**config.mk**
```make
export PLATFORM = sky130hd
export DESIGN_NAME = sram_arbiter
export DESIGN_NICKNAME = d
export VERILOG_FILES = /design/src/rtl/sram_arbiter.sv
export SDC_FILE = /design/constraint.sdc
export NUM_CORES = 1
export LEC_CHECK = 0
export ABC_CLOCK_PERIOD_IN_PS = 1500
export CORE_ASPECT_RATIO = 0.75
export CORE_MARGIN = 2
export CORE_UTILIZATION = 39
export DETAILED_ROUTE_END_ITERATION = 8
export PLACE_DENSITY = 0.83
export SYNTH_ARGS = -nofsm -noshare
export SYNTH_HDL_FRONTEND = slang
export SYNTH_SLANG_ARGS = --single-unit
export TNS_END_PERCENT = 20
```
**constraint.sdc**
```tcl
create_clock -name clk -period 1.5 [get_ports clk]
set_input_delay 0.45 -clock clk [delete_from_list [all_inputs] [get_ports clk]]
set_output_delay 0.45 -clock clk [all_outputs]
set_load 0.005 [all_outputs]
```
**src/rtl/sram_arbiter.sv**
```systemverilog
// Arbitrates one external 8-bit async SRAM between the AVR CPU port and a DMA requester.
// Each access runs IDLE -> ACCESS (ACCESS_CYCLES) -> HOLD with round-robin grant on contention.
module sram_arbiter #(
    parameter int unsigned ADDR_W        = 16,
    parameter int unsigned ACCESS_CYCLES = 2
) (
    input  logic              clk,
    input  logic              rst,
    input  logic [ADDR_W-1:0] cpu_a,
    input  logic [7:0]        cpu_d_out,
    output logic [7:0]        cpu_d_in,
    input  logic              cpu_cs,
    input  logic              cpu_oe,
    input  logic              cpu_we,
    output logic              cpu_wait,
    input  logic              dma_req,
    input  logic              dma_we,
    input  logic [ADDR_W-1:0] dma_addr,
    input  logic [7:0]        dma_wdata,
    output logic [7:0]        dma_rdata,
    output logic              dma_ack,
    output logic [ADDR_W-1:0] sram_addr,
    output logic [7:0]        sram_dq_o,
    output logic              sram_dq_oe,
    input  logic [7:0]        sram_dq_i,
    output logic              sram_ce_n,
    output logic              sram_oe_n,
    output logic              sram_we_n
);

    localparam int unsigned CNT_W = (ACCESS_CYCLES > 1) ? $clog2(ACCESS_CYCLES) : 1;
    localparam logic [CNT_W-1:0] CNT_LAST = CNT_W'(ACCESS_CYCLES - 1);
    localparam logic OWN_CPU = 1'b0;
    localparam logic OWN_DMA = 1'b1;

    typedef enum logic [1:0] {
        ST_IDLE   = 2'd0,
        ST_ACCESS = 2'd1,
        ST_HOLD   = 2'd2
    } state_t;

    state_t            r_state,  w_state;
    logic              r_owner,  w_owner;
    logic              r_last,   w_last;
    logic              r_we,     w_we;
    logic [CNT_W-1:0]  r_cnt,    w_cnt;
    logic [ADDR_W-1:0] r_addr,   w_addr;
    logic [7:0]        r_wdata,  w_wdata;
    logic              r_ce_n,   w_ce_n;
    logic              r_oe_n,   w_oe_n;
    logic              r_we_n,   w_we_n;
    logic              r_dq_oe,  w_dq_oe;
    logic [7:0]        r_cpu_rd, w_cpu_rd;
    logic [7:0]        r_dma_rd, w_dma_rd;
    logic              r_ack,    w_ack;
    logic              w_grant_dma;

    // Read strobe is implied by cs & ~we, so cpu_oe carries no extra information.
    logic w_unused;
    assign w_unused = cpu_oe;

    // State and registered pad/requester outputs.
    always_ff @(posedge clk) begin
        if (rst) begin
            r_state  <= ST_IDLE;
            r_owner  <= OWN_CPU;
            r_last   <= OWN_DMA;
            r_we     <= 1'b0;
            r_cnt    <= '0;
            r_addr   <= '0;
            r_wdata  <= '0;
            r_ce_n   <= 1'b1;
            r_oe_n   <= 1'b1;
            r_we_n   <= 1'b1;
            r_dq_oe  <= 1'b0;
            r_cpu_rd <= '0;
            r_dma_rd <= '0;
            r_ack    <= 1'b0;
        end else begin
            r_state  <= w_state;
            r_owner  <= w_owner;
            r_last   <= w_last;
            r_we     <= w_we;
            r_cnt    <= w_cnt;
            r_addr   <= w_addr;
            r_wdata  <= w_wdata;
            r_ce_n   <= w_ce_n;
            r_oe_n   <= w_oe_n;
            r_we_n   <= w_we_n;
            r_dq_oe  <= w_dq_oe;
            r_cpu_rd <= w_cpu_rd;
            r_dma_rd <= w_dma_rd;
            r_ack    <= w_ack;
        end
    end

    // Next state plus next-cycle strobe values, so pad strobes line up with the state.
    always_comb begin
        w_state     = r_state;
        w_owner     = r_owner;
        w_last      = r_last;
        w_we        = r_we;
        w_cnt       = r_cnt;
        w_addr      = r_addr;
        w_wdata     = r_wdata;
        w_ce_n      = r_ce_n;
        w_oe_n      = r_oe_n;
        w_we_n      = r_we_n;
        w_dq_oe     = r_dq_oe;
        w_cpu_rd    = r_cpu_rd;
        w_dma_rd    = r_dma_rd;
        w_ack       = 1'b0;
        w_grant_dma = 1'b0;

        case (r_state)
            ST_IDLE: begin
                w_ce_n  = 1'b1;
                w_oe_n  = 1'b1;
                w_we_n  = 1'b1;
                w_dq_oe = 1'b0;
                if (cpu_cs || dma_req) begin
                    if (cpu_cs && dma_req) begin
                        w_grant_dma = (r_last == OWN_CPU);
                    end else begin
                        w_grant_dma = dma_req;
                    end
                    w_owner = w_grant_dma;
                    w_last  = w_grant_dma;
                    w_we    = w_grant_dma ? dma_we    : cpu_we;
                    w_addr  = w_grant_dma ? dma_addr  : cpu_a;
                    w_wdata = w_grant_dma ? dma_wdata : cpu_d_out;
                    w_cnt   = '0;
                    w_state = ST_ACCESS;
                    w_ce_n  = 1'b0;
                    w_oe_n  = w_we;
                    w_we_n  = ~w_we;
                    w_dq_oe = w_we;
                end
            end
            ST_ACCESS: begin
                if (r_cnt == CNT_LAST) begin
                    w_state = ST_HOLD;
                    w_oe_n  = 1'b1;
                    w_we_n  = 1'b1;
                    w_ack   = (r_owner == OWN_DMA);
                    if (!r_we) begin
                        if (r_owner == OWN_DMA) begin
                            w_dma_rd = sram_dq_i;
                        end else begin
                            w_cpu_rd = sram_dq_i;
                        end
                    end
                end else begin
                    w_cnt = r_cnt + CNT_W'(1);
                end
            end
            ST_HOLD: begin
                w_state = ST_IDLE;
                w_ce_n  = 1'b1;
                w_oe_n  = 1'b1;
                w_we_n  = 1'b1;
                w_dq_oe = 1'b0;
            end
            default: begin
                w_state = ST_IDLE;
                w_ce_n  = 1'b1;
                w_oe_n  = 1'b1;
                w_we_n  = 1'b1;
                w_dq_oe = 1'b0;
            end
        endcase
    end

    assign cpu_wait   = cpu_cs & ~((r_state == ST_HOLD) & (r_owner == OWN_CPU));
    assign cpu_d_in   = r_cpu_rd;
    assign dma_rdata  = r_dma_rd;
    assign dma_ack    = r_ack;
    assign sram_addr  = r_addr;
    assign sram_dq_o  = r_wdata;
    assign sram_dq_oe = r_dq_oe;
    assign sram_ce_n  = r_ce_n;
    assign sram_oe_n  = r_oe_n;
    assign sram_we_n  = r_we_n;

endmodule

```
# Word level (Yosys, flattened, before mapping)
# Index checks and enable logic that the tools add are counted.
dict set report totals {
  word_cells 59
  ff_bits 51
}
dict set report op_classes {
  reduce_logical 10
  n_addsub 1
  eq_ne 4
  mux 21
  bitwise 9
}
# op n
set ops {}
lappend ops {{2-to-1 mux 16 bit} 1}
lappend ops {{2-to-1 mux 1 bit} 11}
lappend ops {{one-hot mux 1 bit (2 select lines)} 5}
lappend ops {{2-to-1 mux 8 bit} 1}
lappend ops {{AND reduction 4 bit} 2}
lappend ops {{inverter 1 bit} 7}
lappend ops {{AND reduction 2 bit} 3}
lappend ops {{2-to-1 mux 2 bit} 2}
lappend ops {{!= test 2 bit, second input constant} 2}
lappend ops {{one-hot mux 2 bit (2 select lines)} 1}
lappend ops {{OR reduction 3 bit} 1}
lappend ops {{AND 1 bit} 2}
lappend ops {{== test 2 x 1 -> 1 bit, second input constant} 1}
lappend ops {{== test 2 bit, second input constant} 1}
lappend ops {{logical NOT 2 bit} 1}
lappend ops {{nonzero test 2 bit} 1}
lappend ops {{adder 1 bit, second input constant} 1}
lappend ops {{logical AND 1 bit} 1}
lappend ops {{logical OR 1 bit} 1}

# Logic depth before layout (Yosys ltp)
# Gate-level depths: netlist of the first run.
dict set report logic_depth {
  word_depth 8
  ltp_mapped 5
  ltp_nobuf 3
}

# Least setup slack after synthesis of the first run
# No wires, ideal clock.
dict set report synth_timing {
  path_kind {flip-flop to output port}
  start {reg r_owner}
  end {out cpu_wait}
  arrival_time_ns 0.955
  stages_incl_launch_ff 5
  setup_slack_ns 0.095
  path_buffers 2
  cell_sequence {dfxtp_1 > buf_2 > clkbuf_1 > nor2_1 > a21boi_0}
}
dict set report synth_via {
  elab_chain_len 4
}
# element line_no
set synth_lines {}
lappend synth_lines {{from (decl)} 43} ;# logic r_owner, w_owner;
lappend synth_lines {{from (signal assigned)} 81} ;# r_owner <= w_owner;
lappend synth_lines {{inverter 1 bit (no source line)} -}
lappend synth_lines {{AND 1 bit} 174} ;# assign cpu_wait = cpu_cs & ~((r_state == ST_HOLD) & (r_owner == OWN_CPU));
lappend synth_lines {{inverter 1 bit} 174}
lappend synth_lines {{AND 1 bit} 174}
lappend synth_lines {{to (decl)} 15} ;# output logic cpu_wait,
# No other way between the ends.

# Worst setup path in the final report of the first run
dict set report layout_timing {
  start {in cpu_cs}
  end {reg r_addr[2] (netlist: sram_addr[2])}
}
dict set report layout_via {
  elab_chain_len 5
}
# element line_no
set layout_lines {}
lappend layout_lines {{from (decl)} 12} ;# input logic cpu_cs,
lappend layout_lines {{logical AND 1 bit} 122} ;# if (cpu_cs && dma_req) begin
lappend layout_lines {{2-to-1 mux 1 bit} 122}
lappend layout_lines {{2-to-1 mux 1 bit} 121} ;# if (cpu_cs || dma_req) begin
lappend layout_lines {{2-to-1 mux 1 bit} 115} ;# case (r_state)
lappend layout_lines {{2-to-1 mux 16 bit} 130} ;# w_addr = w_grant_dma ? dma_addr : cpu_a;
lappend layout_lines {{to (signal assigned)} 85} ;# r_addr <= w_addr;
lappend layout_lines {{to (decl)} 47} ;# logic [ADDR_W-1:0] r_addr, w_addr;
# Parallel ways exist; a longest one is shown, timed or not. The select of a mux whose other input is x is not followed.
# A chain may end at the register's enable or synchronous reset.

==> reports/qor.csv, run 1 <==
metric;value;unit
start_kind;primary input;
die_width;87.71;um
synth.most_common_cell;dfxtp_1;
core_area;0.004982;mm^2
min_path_cells;1;
synthCells;198;
via_per_inst;4.990;
outcome;finished clean;
pwr-share-clk;0.282;
die_area;0.005857;mm^2
clockBufferDepth;2;
fin_setup_tns;0;ns
port_buffers;107;
ys_top_cells_by_area;dfxtp_1 50%, mux2i_1 12%, o2bb2ai_1 10%;
pre_cts_ws;-0.5769;ns
ys.flop_type;dfxtp_1;
num_io_pins;109;
clockRootBuffer;clkbuf_8;
synth.avg_cell_area;10.35;um^2
swShare;0.2520;
filler_cell_count;402;
synth_top_area_share;0.4982;
period_needed;1.460;ns
regToRegSetupSlack;0.15;ns
hold_viol_final;0;
dr.first_iter.drc_count;56;
max_slew_margin;0.7061;
layout.nets;383;
vias;1961;
yosysWarnings;0;
r2r_start;r_state[1]$_SDFFE_PP0P_;
path_max_fanout;6;
netlist_area;0.002049;mm^2
max_freq;0.6851;GHz
grt_pass1_vias;1924;
fin_ws;0.04042;ns
crit_type;primary input to flip-flop;
dp_hpwl;4079;um
insertion_delay;0.31;ns
grt_max_degree;20;
power.static_leakage;1.504;nW
cts_made_buffers;5;
initial_core_util;0.4114;
drc;0;
finalMaxSlewViolations;0;
clk_pin_slew;0.08;ns
p_per_area;870.9;mW/mm^2
worstPathRequired;1.73;ns
antenna_left;0;
rows;22;
internal_power;2.294;mW
reg2regPathDepth;3;
min_from;sram_dq_o[5]$_SDFFE_PP0P_;
htreeDepth;2;
irDropWorstVdd;0.0004220;V
wl;5755;um
p_sw;773.2;uW
dieHeight;66.78;um
ys_types;34;
period_share;0.9731;
min_to;sram_dq_o[5]$_SDFFE_PP0P_;
dr.pass1.iters;4;
synth_top_cells_by_count;51 x dfxtp_1, 25 x mux2i_1, 24 x o2bb2ai_1, 18 x a21oi_1;
syn_nets;261;
hold_path_class;flip-flop to flip-flop;
ys_ff_latch;51;
yosys.area.top_type;dfxtp_1;
reg2reg_to;sram_we_n$_SDFFE_PP1P_;
fin_skew;0.005777;ns
grt-ovfl-total;0;
p_comb_frac;0.227;
worst_pin_slew;0.4403;ns
grt_pass1_wl;9073;um
antenna_found_initial;0;
wl_per_cell;14.64;um
power;3.068;mW
maxCapViolations;0;
drive_above_1_share;0.1994;
async_flop_share;0;
ys_seq_area_frac;0.4982;
synth_edf_count;0;
synthToLayoutAreaGrowth;71.86;%
clock_sinks;51;
critPathCaptureType;flip-flop;
power.share.sequential;0.491;
grt_usage;0.2032;
worst_ep_arrival_time;1.69;ns
setup_viol;0;
cts_tree;done;
gp_congestion;0.8393;
n_antenna_cell;0;
[power groups by stage]
stage	Clock (mW)	Sequential [mW]	Combinational (mW)
finish	0.866	1.51	0.696
global route	0.935	1.52	0.751
CTS	0.882	1.50	0.678
detailed placement	0	1.53	0.676
global placement	0	1.53	0.664
floorplan	0	1.53	0.245
[through the flow]
stage / instances / utilization / hold WS, ns / instance area (um^2)
2_1_floorplan: 198 / - / 0.4558 / 2049
3_3_place_gp: 378 / 0.6610 / 0.4442 / 3293
3_5_place_dp: 378 / 0.6610 / 0.4485 / 3293
4_1_cts: 389 / 0.6949 / 0.4583 / 3462
5_1_grt: 393 / 0.7069 / 0.4728 / 3522
6_report: 393 / 0.7069 / 0.4524 / 3522
[cell type report]
class                   count  area [um^2]  area share
multi-input cells         127        963.4      0.2735
inverters                   4        15.01    0.004263
well taps                  72        90.09     0.02558
clock buffers               7        96.34     0.02735
flip-flops and latches     51         1047      0.2973
clock inverters             1        7.507    0.002131
repair buffers            131         1303      0.3698
[sequential cells by signal, summed over array words and instances, names as in the netlist, 2 cells and up]
register and cells:
cpu_d_in 8, r_state 2, sram_addr 16, dma_rdata 8, sram_dq_o 8
[metal layers]
layer | wire length (um) | up-vias | global-route usage | part of all wire
met4 | 102 | 0 | 0.07885 | 0.018
met3 | 439 | 10 | 0.05948 | 0.076
li1 | - | 978 | - | -
met2 | 2767 | 76 | 0.3475 | 0.48
met5 | 0 | - | 0 | 0
met1 | 2446 | 897 | 0.2398 | 0.43
[kinds of logic (layout without fill, tap and decap cells)]
logic type	Yosys count	in the layout	synth area share
multiplexers	25	25	0.1221
flip-flops	51	51	0.4982
AO/OA/AOI/OAI	70	70	0.2326
AND/OR/NAND/NOR	32	32	0.09402
buffers and inverters	20	143	0.05311
[cell usage in the layout (no fill, tap or decap), types with 2 or more instances in the layout]
cell,netlist,final
a21oi_1,18,18
dfxtp_2,0,21
buf_4,4,15
mux2i_1,25,24
o21a_1,2,2
o21ai_0,17,17
dlygate4sd2_1,0,44
nor2_1,3,3
buf_12,0,3
nand3_1,17,17
o2bb2ai_1,24,20
dfxtp_1,51,30
clkbuf_8,0,7
o2bb2ai_2,0,4
and2_1,2,2
dlymetal6s2s_1,0,2
buf_16,0,2
clkdlybuf4s50_1,0,59
inv_1,4,4
buf_6,1,3
[worst max path at each step]
stage	from	to	slack (ns)	depth (start not counted)
finish	cpu_cs	sram_addr[2]$_SDFFE_PP0P_	0.04	8
global route	cpu_cs	sram_dq_o[5]$_SDFFE_PP0P_	-0.006	8
CTS	sram_dq_o[6]$_SDFFE_PP0P_	sram_dq_o[6]	-0.10	1
detailed placement	cpu_cs	cpu_wait	-0.58	3
global placement	cpu_cs	cpu_wait	-0.56	3
floorplan	r_owner$_SDFFE_PP0P_	cpu_wait	0.1	4
[critical path, cell delays in order]
cell             delay, ns
clkdlybuf4s15_1       0.19
buf_6                 0.13
or2_0                 0.19
buf_4                 0.16
a21oi_4               0.18
buf_4                 0.16
buf_16                0.11
o2bb2ai_1             0.11
[timing repair]
item,in CTS,in global routing
hold buffers,0,0
gates cloned,2,1
pin swaps,2,2
endpoints found under the setup margin,79,26
resized for setup,77,8
setup buffers,1,3
(Power assumes the default switching activity.)
==> inputs of run 2 (changes only) <==
--- a/config.mk
+++ b/config.mk
@@ -5,12 +5,12 @@
 export SDC_FILE = /design/constraint.sdc
 export NUM_CORES = 1
 export LEC_CHECK = 0
+export ABC_AREA = 1
 export ABC_CLOCK_PERIOD_IN_PS = 1500
-export CORE_ASPECT_RATIO = 0.75
 export CORE_MARGIN = 2
-export CORE_UTILIZATION = 39
+export CORE_UTILIZATION = 41
 export DETAILED_ROUTE_END_ITERATION = 8
-export PLACE_DENSITY = 0.83
+export PLACE_DENSITY = 0.84
 export SYNTH_ARGS = -nofsm -noshare
 export SYNTH_HDL_FRONTEND = slang
 export SYNTH_SLANG_ARGS = --single-unit
==> run 2 against run 1 <==
Power is 13% higher. Sequential power is 5% higher. Combinational power is 29% higher. Clock skew is 0.0042 ns higher. Count of clock-buffer cells in the layout is 1 lower. Die area is 5.3% higher. Hold slack worse by 0.0056 ns. Critical endpoint is now sram_addr[8]$_SDFFE_PP0P_. Highest routed layer unchanged.
==> reports/qor.csv, run 2 <==
metric;value;unit;change
outcome;finished clean;;unchanged
hold_viol_final;0;;unchanged
wl;5955;um;was 5755 um
max_slew_margin;0.6811;;was 0.7061
core_area;0.005439;mm^2;was 0.004982 mm^2
clockRootBuffer;clkbuf_8;;unchanged
max_freq;0.6927;GHz;was 0.6851 GHz
fin_skew;0.009935;ns;was 0.005777 ns
worstPathRequired;1.70;ns;was 1.73 ns
netlist_area;0.002277;mm^2;was 0.002049 mm^2
layout.nets;503;;was 383
die_width;78.53;um;was 87.71 um
final_common_cell;nand2_1;;was clkdlybuf4s50_1
ys.flop_type;dfxtp_1;;unchanged
initial_core_util;0.4187;;was 0.4114
grt_pass1_vias;2249;;was 1924
min_to;sram_addr[0]$_SDFFE_PP0P_;;was sram_dq_o[5]$_SDFFE_PP0P_
largest_reg_flops;16;;unchanged
grt-ovfl-total;0;;unchanged
n_antenna_cell;0;;unchanged
syn_nets;384;;was 261
synthCells;321;;was 198
synthToLayoutAreaGrowth;59.67;%;was 71.86%
layout.cells.non_filler;513;;was 393
p_per_area;953.5;mW/mm^2;was 870.9 mW/mm^2
ys_top_cells_by_area;dfxtp_1 45%, nand2_1 16%, or2_2 6.3%;;was dfxtp_1 50%, mux2i_1 12%, o2bb2ai_1 10%
drc;0;;unchanged
synth_top_cells_by_count;99 x nand2_1, 51 x dfxtp_1, 35 x inv_1, 29 x nor2_1, 27 x nand3_1;;was 51 x dfxtp_1, 25 x mux2i_1, 24 x o2bb2ai_1, 18 x a21oi_1
min_from;sram_addr[0]$_SDFFE_PP0P_;;was sram_dq_o[5]$_SDFFE_PP0P_
die_area;0.006166;mm^2;was 0.005857 mm^2
drive_above_1_share;0.1973;;was 0.1994
r2r_start;r_state[1]$_SDFFE_PP0P_;;unchanged
rows;27;;was 22
yosys.area.top_type;dfxtp_1;;unchanged
htreeDepth;2;;unchanged
synth_top_area_share;0.4484;;was 0.4982
wl_per_cell;11.61;um;was 14.64 um
ys_ff_latch;51;;unchanged
clk_pin_slew;0.09;ns;was 0.08 ns
synth.most_common_cell;nand2_1;;was dfxtp_1
hold_path_class;flip-flop to flip-flop;;unchanged
irDropWorstVdd;0.0006049;V;was 0.0004220 V
regToRegSetupSlack;0.21;ns;was 0.15 ns
crit_type;primary input to flip-flop;;unchanged
maxCapViolations;0;;unchanged
critPathCaptureType;flip-flop;;unchanged
ys_types;26;;was 34
grt_pass1_wl;9784;um;was 9073 um
rsz0062_at_grt;false;;
crit_start;dma_req;;was cpu_cs
period_needed;1.444;ns;was 1.460 ns
fin_setup_tns;0;ns;unchanged
synth_edf_count;0;;unchanged
filler_cell_count;487;;was 402
synth.avg_cell_area;7.094;um^2;was 10.35 um^2
async_flop_share;0;;unchanged
cts_tree;done;;unchanged
start_kind;primary input;;unchanged
reg2reg_to;cpu_d_in[3]$_SDFFE_PP0P_;;was sram_we_n$_SDFFE_PP1P_
grt_max_degree;46;;was 20
dp_cells;505;;was 378
cts_made_buffers;5;;unchanged
num_io_pins;109;;unchanged
worst_ep_arrival_time;1.64;ns;was 1.69 ns
final_cell_mix;98 x nand2_1, 60 x clkdlybuf4s50_1, 45 x dlygate4sd2_1;;was 59 x clkdlybuf4s50_1, 44 x dlygate4sd2_1, 30 x dfxtp_1
vias;2360;;was 1961
clockBufferDepth;2;;unchanged
min_path_cells;2;;was 1
dr.first_iter.drc_count;122;;was 56
dr.pass1.iters;4;;unchanged
post_cts_buffers;0;;was 1
via_per_inst;4.600;;was 4.990
insertion_delay;0.31;ns;about the same
cts_hold_buf;0;;unchanged
yosysWarnings;0;;unchanged
worst_pin_slew;0.4766;ns;was 0.4403 ns
antenna_left;0;;unchanged
power.static_leakage;1.853;nW;was 1.504 nW
reg2regPathDepth;5;;was 3
port_buffers;107;;unchanged
antenna_found_initial;0;;unchanged
path_max_fanout;45;;was 6
finalMaxSlewViolations;0;;unchanged
gp_congestion;0.8559;;was 0.8393
grt_usage;0.1988;;was 0.2032
dp_hpwl;4572;um;was 4079 um
setup_viol;0;;unchanged
clock_sinks;51;;unchanged
period_share;0.9625;;was 0.9731
dieHeight;78.53;um;was 66.78 um
ys_seq_area_frac;0.4484;;was 0.4982
-- run 2: layout make-up --
type	count	area (um^2)	share of cell area
clock buffer	6	82.58	0.02271
timing repair buffer	124	1176	0.3235
clock inverter	2	35.03	0.009635
multi-input combinational	221	1065	0.2928
inverter	37	138.9	0.03820
sequential	51	1049	0.2884
tap	72	90.09	0.02478
-- run 2: logic make-up after synthesis --
family,Yosys count,share of synthesized area
and+or+nand+nor,204,0.4209
DFF,51,0.4484
buffers and inverters,49,0.09121
AOI/OAI and AO/OA,17,0.03956
-- run 2: timing repair --
item	CTS	global route
setup endpoints to repair	46	15
gates resized for setup	75	4
pin swaps	1	0
-- run 2: how the worst max path moves through the flow --
stage | slack (ns) | endpoint | cells past startpoint
detailed placement | -0.69 | cpu_wait | 4
floorplan | 0.28 | sram_addr[15]$_SDFFE_PP0P_ | 6
global route | 0.001 | sram_addr[3]$_SDFFE_PP0P_ | 6
CTS | 0.006 | cpu_wait | 3
global placement | -0.66 | cpu_wait | 4
finish | 0.06 | sram_addr[8]$_SDFFE_PP0P_ | 6
-- run 2: per-layer routing --
| layer | vias to the layer above | wire (um) | track usage |
|---|---|---|---|
| met2 | 62 | 3107 | 0.3462 |
| li1 | 1224 | - | - |
| met1 | 1064 | 2397 | 0.2301 |
| met4 | 0 | 139 | 0.08070 |
| met5 | - | 0 | 0 |
| met3 | 10 | 312 | 0.05287 |
-- run 2: per-stage QoR --
step	util	power, mW	worst slack [ns]	area (um^2)	hold WS (ns)
after floorplan	-	2.019	0.2798	2277	0.4417
after global placement	0.6499	2.558	-0.6625	3535	0.4365
after detailed placement	0.6499	2.582	-0.6946	3535	0.4422
after CTS	0.6655	3.500	0.005747	3620	0.4517
after global routing	0.6685	3.670	0.001155	3636	0.4611
final	0.6685	3.467	0.05629	3636	0.4468
-- run 2: power by group --
part / internal (mW) / switching (mW)
Clock: 0.540 / 0.444
Sequential: 1.51 / 0.0732
Combinational: 0.482 / 0.419
Total: 2.53 / 0.937
-- run 2: worst max-delay path: stages --
cell and delay (ns):
clkdlybuf4s50_1 0.51, nand2_2 0.09, buf_12 0.17, or2_2 0.28
nand3_1 0.07, nand2_1 0.05
==> inputs of run 3 (changes only) <==
--- a/config.mk
+++ b/config.mk
@@ -7,6 +7,7 @@
 export LEC_CHECK = 0
 export ABC_AREA = 1
 export ABC_CLOCK_PERIOD_IN_PS = 1500
+export CORE_ASPECT_RATIO = 1.75
 export CORE_MARGIN = 2
 export CORE_UTILIZATION = 41
 export DETAILED_ROUTE_END_ITERATION = 8
==> run 3 against run 2 <==
Clock skew is 0.0040 ns lower. Sequential power is essentially flat. First-iteration DRC count decreased by 55%. Hold slack improved by 0.0030 ns. Critical endpoint is now cpu_wait. Setup slack improved by 0.023 ns. Final cell count increased by 1.2%. Combinational power rose by 2%. Final area decreased by 0.38%.
==> reports/qor.csv, run 3 (synthesis results as in run 2) <==
metric;value;unit;change
finalMaxSlewViolations;0;;unchanged
final_common_cell;nand2_1;;unchanged
grt_pass1_wl;10010;um;was 9784 um
clock_sinks;51;;unchanged
wl_per_cell;11.21;um;was 11.61 um
cts_tree;done;;unchanged
n_antenna_cell;0;;unchanged
rsz0062_at_grt;false;;unchanged
clockRootBuffer;clkbuf_8;;unchanged
max_slew_margin;0.7668;;was 0.6811
path_max_fanout;3;;was 45
dp_cells;511;;was 505
post_cts_buffers;0;;unchanged
vias;2371;;was 2360
critPathCaptureType;primary output;;was flip-flop
min_to;sram_dq_o[0]$_SDFFE_PP0P_;;was sram_addr[0]$_SDFFE_PP0P_
setup_viol;0;;unchanged
die_area;0.006190;mm^2;was 0.006166 mm^2
fin_skew;0.005907;ns;was 0.009935 ns
maxCapViolations;0;;unchanged
cts_resized;72;;was 75
hold_slack;0.4497;ns;was 0.4468 ns
fin_util;0.6836;;was 0.6685
cts_made_buffers;5;;unchanged
insertion_delay;0.30;ns;was 0.31 ns
worstPathRequired;1.05;ns;was 1.70 ns
rows;35;;was 27
outcome;finished clean;;unchanged
initial_core_util;0.4298;;was 0.4187
dieHeight;102.6;um;was 78.53 um
cp_cell_sequence;clkdlybuf4s15_1, inv_1, a31oi_1, buf_2;;was clkdlybuf4s50_1, nand2_2, buf_12, or2_2, nand3_1, nand2_1
clockBufferDepth;2;;unchanged
num_io_pins;109;;unchanged
port_buffers;107;;unchanged
reg2reg_to;cpu_d_in[4]$_SDFFE_PP0P_;;was cpu_d_in[3]$_SDFFE_PP0P_
layout.nets;507;;was 503
power;3.278;mW;was 3.467 mW
power.static_leakage;1.863;nW;was 1.853 nW
dr.pass1.iters;4;;unchanged
final_cell_mix;99 x nand2_1, 59 x clkdlybuf4s50_1, 45 x dlygate4sd2_1;;was 98 x nand2_1, 60 x clkdlybuf4s50_1, 45 x dlygate4sd2_1
period_share;0.9469;;was 0.9625
drc;0;;unchanged
clk_pin_slew;0.09;ns;about the same
largest_reg_flops;16;;unchanged
crit_type;primary input to primary output;;was primary input to flip-flop
grt_pass1_vias;2388;;was 2249
min_path_cells;2;;unchanged
synthToLayoutAreaGrowth;59.07;%;was 59.67%
grt_usage;0.2068;;was 0.1988
core_area;0.005299;mm^2;was 0.005439 mm^2
gp_congestion;0.8004;;was 0.8559
worst_ep_arrival_time;0.97;ns;was 1.64 ns
antenna_left;0;;unchanged
p_per_area;905.0;mW/mm^2;was 953.5 mW/mm^2
reg2regPathDepth;5;;unchanged
layout.cells.non_filler;519;;was 513
htreeDepth;2;;unchanged
wl;5816;um;was 5955 um
critPathMaxStageDelay;0.20;ns;was 0.51 ns
crit_path_top_delay_cell;clkdlybuf4s15_1;;was clkdlybuf4s50_1
via_per_inst;4.568;;was 4.600
hold_viol_final;0;;unchanged
regToRegSetupSlack;0.23;ns;was 0.21 ns
start_kind;primary input;;unchanged
min_from;sram_dq_o[0]$_SDFFE_PP0P_;;was sram_addr[0]$_SDFFE_PP0P_
cts_hold_buf;0;;unchanged
worst_pin_slew;0.3495;ns;was 0.4766 ns
max_freq;0.7040;GHz;was 0.6927 GHz
hold_path_class;flip-flop to flip-flop;;unchanged
grt-ovfl-total;0;;unchanged
dp_hpwl;4657;um;was 4572 um
die_width;60.34;um;was 78.53 um
grt_max_degree;48;;was 46
antenna_found_initial;0;;unchanged
r2r_start;r_state[1]$_SDFFE_PP0P_;;unchanged
irDropWorstVdd;0.0006863;V;was 0.0006049 V
drive_above_1_share;0.1910;;was 0.1973
dr.first_iter.drc_count;55;;was 122
period_needed;1.420;ns;was 1.444 ns
run 3: cell types whose count changed in the layout (fill, tap and decap cells not counted), sizes merged:
cell / delta
buf: +4
clkinvlp: +1
dlymetal6s2s: +1
clkdlybuf4s50: -1
bufinv: -1
run 3: through the flow:
stage / worst slack, ns / setup TNS [ns] / cell area (um^2)
3_5_place_dp: -0.6126 / -8.899 / 3567
4_1_cts: 0.01424 / 0 / 3617
2_1_floorplan: 0.2798 / 0 / 2277
6_report: 0.07962 / 0 / 3622
5_1_grt: 0.0004829 / 0 / 3622
3_3_place_gp: -0.5932 / -8.282 / 3567
run 3: how the worst max path moves through the flow:
stage,start,endpoint,depth (start not counted)
2_1_floorplan,cpu_cs,sram_addr[15]$_SDFFE_PP0P_,6
3_3_place_gp,cpu_cs,cpu_wait,4
3_5_place_dp,cpu_cs,cpu_wait,4
4_1_cts,dma_req,sram_addr[3]$_SDFFE_PP0P_,6
5_1_grt,r_owner$_SDFFE_PP0P_,cpu_wait,3
6_report,cpu_cs,cpu_wait,4
run 3: layer usage:
metal	wire length [um]	global-route usage
met1	2074	0.2017
met4	87	0.07521
met3	449	0.06650
met5	0	0
met2	3204	0.3896
run 3: area by class of cell:
type | instances | area, um^2
inverter | 37 | 138.9
clock inverter | 2 | 12.51
fill | 470 | 1677
timing repair buffer | 128 | 1207
multi-input combinational | 221 | 1049
sequential | 51 | 1050
tap | 74 | 92.59
clock buffer | 6 | 72.57
run 3: critical path, delay by kind of cell:
kind | cells | cell delay [ns]
buf+inv | 3 | 0.39
compound gates | 1 | 0.13
run 3: where the power goes:
group / switching [mW] / leakage [nW] / total (mW) / internal (mW)
combinational: 0.423 / 1.39 / 0.919 / 0.496
sequential: 0.0779 / 0.428 / 1.59 / 1.51
clock: 0.447 / 0.0412 / 0.774 / 0.327
total: 0.948 / 1.86 / 3.28 / 2.33
